--- config.mk ---
export PLATFORM = sky130hd
export DESIGN_NAME = apb_master_bridge
export DESIGN_NICKNAME = d
export VERILOG_FILES = /design/src/rtl/apb_master_bridge.sv
export SDC_FILE = /design/constraint.sdc
export NUM_CORES = 1
export LEC_CHECK = 0
export ABC_AREA = 1
export ABC_CLOCK_PERIOD_IN_PS = 1850
export BUFFER_PORTS_ARGS = -buffer_cell sky130_fd_sc_hd__buf_2
export CELL_PAD_IN_SITES_DETAIL_PLACEMENT = 0
export CELL_PAD_IN_SITES_GLOBAL_PLACEMENT = 1
export CORE_UTILIZATION = 36
export DETAILED_ROUTE_END_ITERATION = 16
export PLACE_DENSITY_LB_ADDON = 0.1
export SYNTH_ARGS = -nofsm -noshare
export SYNTH_HDL_FRONTEND = slang
export SYNTH_SLANG_ARGS = --single-unit
--- constraint.sdc ---
create_clock -name pclk -period 1.85 [get_ports pclk]
set_input_delay 0.185 -clock pclk [delete_from_list [all_inputs] [get_ports pclk]]
set_output_delay 0.185 -clock pclk [all_outputs]
set_load 0.02 [all_outputs]
--- src/rtl/apb_master_bridge.sv ---
// Single-outstanding APB requester: valid/ready command in, SETUP/ACCESS on the bus,
// one-cycle response strobe out. Every ACCESS phase is bounded by a timeout.
module apb_master_bridge #(
  parameter int TIMEOUT_CYCLES = 16,
  parameter int CNT_W          = 8
) (
  input  logic        pclk,
  input  logic        rst,
  input  logic        cmd_valid,
  output logic        cmd_ready,
  input  logic        cmd_write,
  input  logic [31:0] cmd_addr,
  input  logic [31:0] cmd_wdata,
  output logic        rsp_valid,
  output logic [31:0] rsp_rdata,
  output logic        rsp_error,
  output logic        psel,
  output logic        penable,
  output logic        pwrite,
  output logic [31:0] paddr,
  output logic [31:0] pwdata,
  input  logic [31:0] prdata,
  input  logic        pready
);

  typedef enum logic [1:0] {S_IDLE, S_SETUP, S_ACCESS, S_RESP} state_t;

  localparam logic [CNT_W-1:0] CNT_LAST = CNT_W'(TIMEOUT_CYCLES - 1);

  state_t           state_q, state_d;
  logic [CNT_W-1:0] cnt_q, cnt_d;
  logic             cmd_ready_d, psel_d, penable_d, pwrite_d, rsp_valid_d, rsp_error_d;
  logic [31:0]      paddr_d, pwdata_d, rsp_rdata_d;

  // cmd_ready comes up one edge after reset release, so a command is only
  // ever accepted when cmd_ready is visibly high.
  always_comb begin
    // NOTE: every output of this block gets a default first so no latch is inferred.
    state_d     = state_q;
    cnt_d       = cnt_q;
    cmd_ready_d = cmd_ready;
    psel_d      = psel;
    penable_d   = penable;
    pwrite_d    = pwrite;
    paddr_d     = paddr;
    pwdata_d    = pwdata;
    rsp_valid_d = 1'b0;
    rsp_error_d = rsp_error;
    rsp_rdata_d = rsp_rdata;

    unique case (state_q)
      S_IDLE: begin
        cmd_ready_d = 1'b1;
        psel_d      = 1'b0;
        penable_d   = 1'b0;
        if (cmd_ready && cmd_valid) begin
          pwrite_d    = cmd_write;
          paddr_d     = cmd_addr;
          pwdata_d    = cmd_wdata;
          psel_d      = 1'b1;
          cmd_ready_d = 1'b0;
          state_d     = S_SETUP;
        end
      end
      S_SETUP: begin
        penable_d = 1'b1;
        cnt_d     = '0;
        state_d   = S_ACCESS;
      end
      S_ACCESS: begin
        // pready is checked before the timeout so a late-but-valid ready still completes.
        if (pready) begin
          rsp_rdata_d = pwrite ? 32'h0 : prdata;
          rsp_error_d = 1'b0;
          rsp_valid_d = 1'b1;
          psel_d      = 1'b0;
          penable_d   = 1'b0;
          state_d     = S_RESP;
        end else if (cnt_q == CNT_LAST) begin
          rsp_rdata_d = 32'h0;
          rsp_error_d = 1'b1;
          rsp_valid_d = 1'b1;
          psel_d      = 1'b0;
          penable_d   = 1'b0;
          state_d     = S_RESP;
        end else begin
          cnt_d = cnt_q + CNT_W'(1);
        end
      end
      S_RESP: begin
        rsp_error_d = 1'b0;
        cmd_ready_d = 1'b1;
        state_d     = S_IDLE;
      end
      default: state_d = S_IDLE;
    endcase
  end

  always_ff @(posedge pclk or negedge rst) begin
    if (!rst) begin
      state_q   <= S_IDLE;
      cnt_q     <= '0;
      cmd_ready <= 1'b0;
      psel      <= 1'b0;
      penable   <= 1'b0;
      pwrite    <= 1'b0;
      paddr     <= 32'h0;
      pwdata    <= 32'h0;
      rsp_valid <= 1'b0;
      rsp_error <= 1'b0;
      rsp_rdata <= 32'h0;
    end else begin
      // NOTE: state registers use non-blocking assignments so every flop updates from pre-edge values.
      state_q   <= state_d;
      cnt_q     <= cnt_d;
      cmd_ready <= cmd_ready_d;
      psel      <= psel_d;
      penable   <= penable_d;
      pwrite    <= pwrite_d;
      paddr     <= paddr_d;
      pwdata    <= pwdata_d;
      rsp_valid <= rsp_valid_d;
      rsp_error <= rsp_error_d;
      rsp_rdata <= rsp_rdata_d;
    end
  end

endmodule

; ---- Word-level counts from Yosys, hierarchy flattened
; Cells that the tools add are included.
[word_totals]
register_bits = 112
input_bits = 101
out_inout_bits = 102
[op_classes]
n_addsub = 1
eq_ne = 8
mux = 23
n_reduce_logical = 15
[op_table]
columns = cell, n
row1 = two-way mux 32 bit, 3
row2 = two-way mux 8 bit, 2
row3 = one-hot mux 8 bit (2 select lines), 1
row4 = AND reduction 2 bit, 6
row5 = nonzero test 2 bit, 5
row6 = two-way mux 1 bit, 9
row7 = "adder 8 x 1 -> 8 bit, second input constant", 1
row8 = "equality test 8 x 4 -> 1 bit, second input constant", 1
row9 = one-hot mux 2 bit (4 select lines), 1
row10 = two-way mux 2 bit, 3
row11 = "inequality test 2 bit, second input constant", 3
row12 = one-hot mux 1 bit (2 select lines), 3
row13 = "equality test 2 bit, second input constant", 2
row14 = "inequality test 3 bit, second input constant", 1
row15 = one-hot mux 1 bit (3 select lines), 1
row16 = AND reduction 3 bit, 1
row17 = nonzero test 3 bit, 1
row18 = "equality test 2 x 1 -> 1 bit, second input constant", 1
row19 = logical NOT 2 bit, 1
row20 = logical AND 1 bit, 1

; ---- Depth between registers and ports, before layout
; Gate-level depths: netlist of the first run.
[logic_depth]
depth_word = 4
ltp_mapped = 9
mapped_depth_nobuf = 8

; ---- Worst setup path before layout of the first run
; No wires, ideal clock.
[synth_timing]
path_type = flip-flop to flip-flop
start = reg state_q[0]
end = reg paddr[0]
setup_time_ps = 125
t_arrival_ps = 1361
t_required_ps = 1725
path_slack_ps = 364
path_stages_with_launch = 7
period_less_slack_ps = 1486
path_cell_list = dfrtp_1 -> inv_1 -> ha_1 -> nand2_2 -> buf_6 -> buf_12 -> mux2_4
[synth_between]
elab_chain_cells = 2
[synth_rtl]
columns = item, line_no
row1 = from (decl), 30  ; state_t state_q, state_d;
row2 = from (signal assigned), 114  ; state_q <= state_d;
row3 = logical NOT 2 bit, 51  ; unique case (state_q)
row4 = AND reduction 2 bit (no source line), --
row5 = to (signal assigned), 120  ; paddr <= paddr_d;
row6 = to (decl), 20  ; output logic [31:0] paddr,
; Every way passes these cells.
; A chain may end at the register's enable or synchronous reset.

; ---- Worst setup path in the final report of the first run
[layout_timing]
start = reg state_q[0]
end = reg pwdata[31]
[layout_between]
elab_chain_cells = 2
[layout_rtl]
columns = item, line_no
row1 = logical NOT 2 bit, 51
row2 = AND reduction 2 bit (no source line), --
row3 = to (signal assigned), 121  ; pwdata <= pwdata_d;
row4 = to (decl), 21  ; output logic [31:0] pwdata,
; Every way passes these cells.

==> impl_metrics.env, run 1 <==
export IMPL_placed_cell_area_sq_um=6000
export IMPL_ys_top_cells_by_area="dfrtp_1 (58%), mux2_4 (16%), nand2_1 (8.3%)"
export IMPL_port_buffers=202
export IMPL_finalInstanceArea_sq_um=6330
export IMPL_clk_pin_slew_ns=0.08
export IMPL_start_util_pct=37.5
export IMPL_synth_common_cells="dfrtp_1 (112), nand2_1 (106), mux2_4 (50), nand3_1 (48), mux2_2 (15)"
export IMPL_hold_viol=0
export IMPL_fin_crit_sh_pct=87.2
export IMPL_ys_types=25
export IMPL_grt_max_degree=49
export IMPL_cts_buffers_inserted=9
export IMPL_leakage_nw=3.59
export IMPL_drc_errors=0
export IMPL_cts_root_buf="clkbuf_16"
export IMPL_drtPass1Iterations=4
export IMPL_final_util_pct=49.4
export IMPL_power_frac_comb_pct=46.2
export IMPL_finalWirelength_microns=11600
export IMPL_arrival_ns=1.85
export IMPL_yosys_warnings=0
export IMPL_postSynthCellCount=392
export IMPL_yosys_area_top_type="dfrtp_1"
export IMPL_max_slew_margin_pct=67.0
export IMPL_p_clk_share_pct=17.8
export IMPL_synth_fp_nets=498
export IMPL_num_io_pins=203
export IMPL_cts_path_max_buffers=2
export IMPL_overflow=0
export IMPL_p_switching_mw=4.58
export IMPL_synth_top_area_share_pct=58.3
export IMPL_cp_start_kind="flop"
export IMPL_drt_iter0_markers=162
export IMPL_wire_per_inst_microns=15.0
export IMPL_num_rows=41
export IMPL_synth_ff_type="dfrtp_1"
export IMPL_synth_seq_area_share_pct=58.3
export IMPL_grtUsageTotal_pct=17.5
export IMPL_fin_crit_ns=1.61
export IMPL_irDropWorstVdd_v=0.000862
export IMPL_slew_viol_final=0
export IMPL_antenna_found_initial=0
export IMPL_netlist_area_sq_um=4810
export IMPL_drive_above_1_share_pct=50.2
export IMPL_synthArstFlopShare_pct=100
export IMPL_yosysMostFrequentCell="dfrtp_1"
export IMPL_status="finished, final reports clean"
export IMPL_max_cap_violations=0
export IMPL_clock_latency_ns=0.35
export IMPL_die_area_sq_um=13800
export IMPL_fin_nets=705
export IMPL_pwr_share_seq_pct=36.0
export IMPL_cts_tree="yes"
export IMPL_worst_path_max_fanout=9
export IMPL_via_count=3465
export IMPL_syn2layout_area_growth_pct=31.7
export IMPL_setup_viol=0
export IMPL_antenna_cells=0
export IMPL_cts_htree_levels=3
export IMPL_cts_setup_buffers=0
export IMPL_rsz0062_at_grt="no"
export IMPL_place_gp_congestion=0.789
export IMPL_tns_ns=0
export IMPL_coreArea_sq_um=12800
export IMPL_tightest_slew_ns=0.494
export IMPL_vias_per_cell=4.47
export IMPL_end_kind="flop"
export IMPL_ys_ff_latch=112
export IMPL_power_internal_mw=7.13
export IMPL_syn_area_per_cell_sq_um=12.3
export IMPL_die_x_microns=118
export IMPL_swShare_pct=39.1
export IMPL_hold_class="in2reg"
export IMPL_grt_pass1_wl_microns=18800
export IMPL_dp_hpwl_microns=8410
export IMPL_grt_pass1_vias=3494
export IMPL_final_setup_skew_ns=0.00803
export IMPL_clock_sinks=112
export IMPL_postRouteAntennaNets=0
export IMPL_max_freq_mhz=620
export IMPL_critical_path_class="reg2reg"
export IMPL_power_density_nw_per_um2=1850
export IMPL_dieHeight_microns=118
export IMPL_synth_edf_count=0
export IMPL_crit_required_ns=2.08
what timing repair did:
| action | in CTS | in global routing |
|---|---|---|
| hold endpoints to repair | 34 | 0 |
| endpoints found under the setup margin | 0 | 0 |
| gates resized for setup | 0 | 0 |
| hold buffers | 1 | 0 |
cell type report:
| cell class | instances | area [sq um] |
|---|---|---|
| well taps | 172 | 215 |
| inverters | 14 | 52.6 |
| flip-flops and latches | 112 | 2800 |
| fillers | 1234 | 6490 |
| multi-input cells | 248 | 1770 |
| clock buffers | 10 | 229 |
| repair buffers | 214 | 1170 |
| clock inverters | 6 | 91.3 |
stage by stage:
stage | cells | power (mW) | setup WS [ns] | hold slack (ns)
final | 776 | 11.7 | 0.237 | 0.0553
after global routing | 776 | 12.4 | 0.0867 | 0.0445
after CTS | 776 | 11.9 | 0.214 | 0.0417
after detailed placement | 759 | 9.72 | 0.217 | 0.181
after global placement | 759 | 9.61 | 0.260 | 0.180
after floorplan | 392 | 7.94 | 0.364 | -0.111
cell families after synthesis:
kind of cell | synth area share (%)
xor gates and xnor gates | 0.364
AOI/OAI and AO/OA | 0.364
adders and majority gates | 1.30
and+or+nand+nor | 15.6
muxes | 19.1
DFF | 58.3
buffers and inverters | 4.97
registers in the layout, indices dropped and copies added, names as in the netlist:
signal,count
pwdata,32
rsp_error,1
cmd_ready,1
rsp_valid,1
pwrite,1
state_q,2
rsp_rdata,32
cnt_q,8
paddr,32
penable,1
psel,1
critical path: stages (launching register included):
cell	delay, ns
dfrtp_1	0.40
inv_1	0.08
ha_1	0.27
nand2_4	0.20
buf_4	0.21
mux2_2	0.34
final timing paths:
path | start | endpoint | slack, ns | depth (start not counted)
min in group asynchronous | rst | pwdata[9] | 0.33 | 2
min reg2reg | rsp_rdata[0] | rsp_rdata[0] | 0.47 | 2
min | prdata[9] | rsp_rdata[9] | 0.06 | 3
max in group asynchronous | rst | pwdata[29] | 0.85 | 3
max | state_q[0] | pwdata[31] | 0.24 | 5
max reg2reg | state_q[0] | pwdata[31] | 0.24 | 5
cells in the final DEF (no fill, tap or decap), types with 5 or more instances in the layout:
cell type,n
clkbuf_16,9
buf_4,7
nor2_1,8
buf_12,5
dfrtp_1,112
mux2_2,15
buf_2,201
nand2_1,106
mux2_4,50
ha_1,5
nand3_1,48
inv_1,13
metal layers:
layer,routed length (microns),up-vias,share of wire [%],global-route usage [%]
li1,-,1703,-,-
met5,0,-,0,0
met3,634,12,5.5,4.36
met2,5670,109,49,28.7
met4,152,0,1.3,5.77
met1,5170,1641,44,22.8
power groups by stage:
| stage | Sequential [mW] | Combinational [mW] | Clock, mW |
|---|---|---|---|
| 2_1_floorplan | 5.59 | 2.35 | 0 |
| 3_3_place_gp | 4.21 | 5.39 | 0 |
| 3_5_place_dp | 4.25 | 5.46 | 0 |
| 4_1_cts | 4.22 | 5.48 | 2.16 |
| 5_1_grt | 4.36 | 5.82 | 2.26 |
| 6_report | 4.21 | 5.41 | 2.08 |
Note: power is estimated with default switching activity, not from simulation.
==> inputs of run 2 (changes only) <==
--- a/config.mk
+++ b/config.mk
@@ -6,8 +6,9 @@
 export NUM_CORES = 1
 export LEC_CHECK = 0
 export ABC_AREA = 1
-export ABC_CLOCK_PERIOD_IN_PS = 1850
+export ABC_CLOCK_PERIOD_IN_PS = 1500
 export BUFFER_PORTS_ARGS = -buffer_cell sky130_fd_sc_hd__buf_2
+export CAP_MARGIN = 20
 export CELL_PAD_IN_SITES_DETAIL_PLACEMENT = 0
 export CELL_PAD_IN_SITES_GLOBAL_PLACEMENT = 1
 export CORE_UTILIZATION = 36
==> constraint.sdc (replaced) <==
create_clock -name pclk -period 1.5 [get_ports pclk]
set_input_delay 0.15 -clock pclk [delete_from_list [all_inputs] [get_ports pclk]]
set_output_delay 0.15 -clock pclk [all_outputs]
set_load 0.02 [all_outputs]
==> run 2 against run 1 <==
Net effect: total power is 24% higher; count of clock-buffer cells in the layout stayed put; first-iteration DRC count is 6.2% lower; hold slack worse by 0.029 ns; register-to-register slack worse by 0.18 ns; highest routed layer unchanged; wire length is 5.2% higher; critical path depth stayed put; via count is 4.6% higher; maximum frequency is 12% higher.
==> impl_metrics.env, run 2 (synthesis gave the netlist of run 1 again) <==
export IMPL_status="finished, final reports clean"
export IMPL_cts_root_buf="clkbuf_16"
export IMPL_setup_viol=0
export IMPL_grt_max_degree=34
export IMPL_crit_required_ns=1.73
export IMPL_clock_sinks=112
export IMPL_start_util_pct=37.5
export IMPL_critical_path_class="reg2reg"
export IMPL_end_kind="flop"
export IMPL_grt_pass1_vias=3739
export IMPL_coreArea_sq_um=12800
export IMPL_placed_cell_area_sq_um=6110
export IMPL_irDropWorstVdd_v=0.000818
export IMPL_cts_tree="yes"
export IMPL_drive_above_1_share_pct=52.5
export IMPL_startpoint="state_q[1]"
export IMPL_dp_hpwl_microns=8560
export IMPL_hold_class="in2reg"
export IMPL_arrival_ns=1.68
export IMPL_via_count=3626
export IMPL_reg_top3="paddr (32), pwdata (32), rsp_rdata (32)"
export IMPL_cts_path_max_buffers=2
export IMPL_swShare_pct=39.7
export IMPL_clock_latency_ns=0.35
export IMPL_num_io_pins=203
export IMPL_n_fill_cell=1204
export IMPL_final_common_cell="buf_2"
export IMPL_place_gp_congestion=0.787
export IMPL_cp_start_kind="flop"
export IMPL_p_clk_share_pct=15.0
export IMPL_num_rows=41
export IMPL_dieHeight_microns=118
export IMPL_power_internal_mw=8.78
export IMPL_drtPass1Iterations=4
export IMPL_power_mw=14.6
export IMPL_mostFrequentLayoutCells="buf_2 (201), dfrtp_1 (112), nand2_1 (104)"
export IMPL_antenna_found_initial=0
export IMPL_hold_viol=0
export IMPL_pwr_share_seq_pct=35.6
export IMPL_finalInstanceArea_sq_um=6530
export IMPL_final_util_pct=50.9
export IMPL_slew_viol_final=0
export IMPL_leakage_nw=3.68
export IMPL_die_area_sq_um=13800
export IMPL_max_slew_margin_pct=74.8
export IMPL_fin_nets=722
export IMPL_p_switching_mw=5.77
export IMPL_overflow=0
export IMPL_drt_iter0_markers=152
export IMPL_timing_hold_ws_ns=0.0264
export IMPL_power_frac_comb_pct=49.4
export IMPL_max_cap_violations=0
export IMPL_rsz0062_at_grt="yes"
export IMPL_tns_ns=0
export IMPL_antenna_cells=0
export IMPL_fin_crit_ns=1.44
export IMPL_syn2layout_area_growth_pct=35.8
export IMPL_clk_pin_slew_ns=0.07
export IMPL_wire_per_inst_microns=15.4
export IMPL_grtUsageTotal_pct=17.7
export IMPL_cts_buffers_inserted=9
export IMPL_power_density_nw_per_um2=2230
export IMPL_die_x_microns=118
export IMPL_worstReg2RegStart="state_q[1]"
export IMPL_drc_errors=0
export IMPL_port_buffers=202
export IMPL_vias_per_cell=4.57
export IMPL_grt_pass1_wl_microns=19200
export IMPL_tightest_slew_ns=0.379
export IMPL_max_freq_mhz=693
export IMPL_final_setup_skew_ns=0.0104
export IMPL_hold_path_startpoint="cmd_wdata[4]"
export IMPL_fin_crit_sh_pct=96.2
export IMPL_postRouteAntennaNets=0
export IMPL_cts_htree_levels=3
export IMPL_worst_path_max_fanout=11
export IMPL_finalWirelength_microns=12200
==> run 2: cell count changes in the layout (fill, tap and decap cells not counted), moves of 2 or more <==
| cell | change |
|---|---|
| nand2_4 | +2 |
| ha_1 | -3 |
| clkinv_2 | +3 |
| nand2_1 | -2 |
| bufinv_16 | -2 |
| buf_12 | +2 |
| buf_4 | +11 |
| clkbuf_16 | +3 |
| ha_2 | +2 |
==> run 2: worst paths after layout <==
path	end	slack (ns)	depth (start not counted)
max	pwdata[21]	0.06	5
min	pwdata[4]	0.03	2
max reg2reg	pwdata[21]	0.06	5
min reg2reg	rsp_rdata[2]	0.47	2
max in group asynchronous	pwdata[8]	0.53	3
min in group asynchronous	pwdata[30]	0.26	2
==> run 2: timing repair <==
item / CTS / global route
endpoints found under the hold margin: 23 / 0
endpoints found under the setup margin: 0 / 82
hold buffers: 1 / 0
setup buffers: 0 / 2
gates resized for setup: 0 / 11
==> run 2: per-layer routing <==
metal | global-route usage (%) | part of all wire (%) | vias to the layer above | routed length, microns
met1 | 22.4 | 45 | 1767 | 5480
met4 | 6.97 | 1.3 | 0 | 161
met5 | 0 | 0 | - | 0
li1 | - | - | 1740 | -
met2 | 29.6 | 49 | 108 | 6010
met3 | 3.73 | 4.8 | 11 | 584
==> run 2: power by group through the flow <==
stage          Sequential [mW]  Clock, mW  Combinational (mW)
2_1_floorplan             6.89          0                2.90
3_3_place_gp              5.19          0                6.91
3_5_place_dp              5.22          0                6.98
4_1_cts                   5.18       2.28                7.02
5_1_grt                   5.35       2.39                7.71
6_report                  5.18       2.19                7.18
==> run 2: area by class of cell <==
type	instances	area, sq um	area share (%)
clock buffer	10	229	3.51
clock inverter	6	36.3	0.556
inverter	14	52.6	0.805
multi-input combinational	249	1820	28.0
sequential	112	2800	42.9
tap	172	215	3.30
timing repair buffer	230	1370	20.9
==> run 2: through the flow <==
stage               setup WS [ns]  std cells
finish                     0.0574        793
global route              -0.0554        793
CTS                       0.00625        787
detailed placement         0.0219        770
global placement           0.0507        770
floorplan                  0.0137        392
==> run 2: critical path, cell delays in order, from the launching register on <==
cell	delay (ns)
dfrtp_1	0.38
inv_1	0.12
ha_4	0.19
nand2_4	0.11
clkbuf_16	0.21
mux2_4	0.31
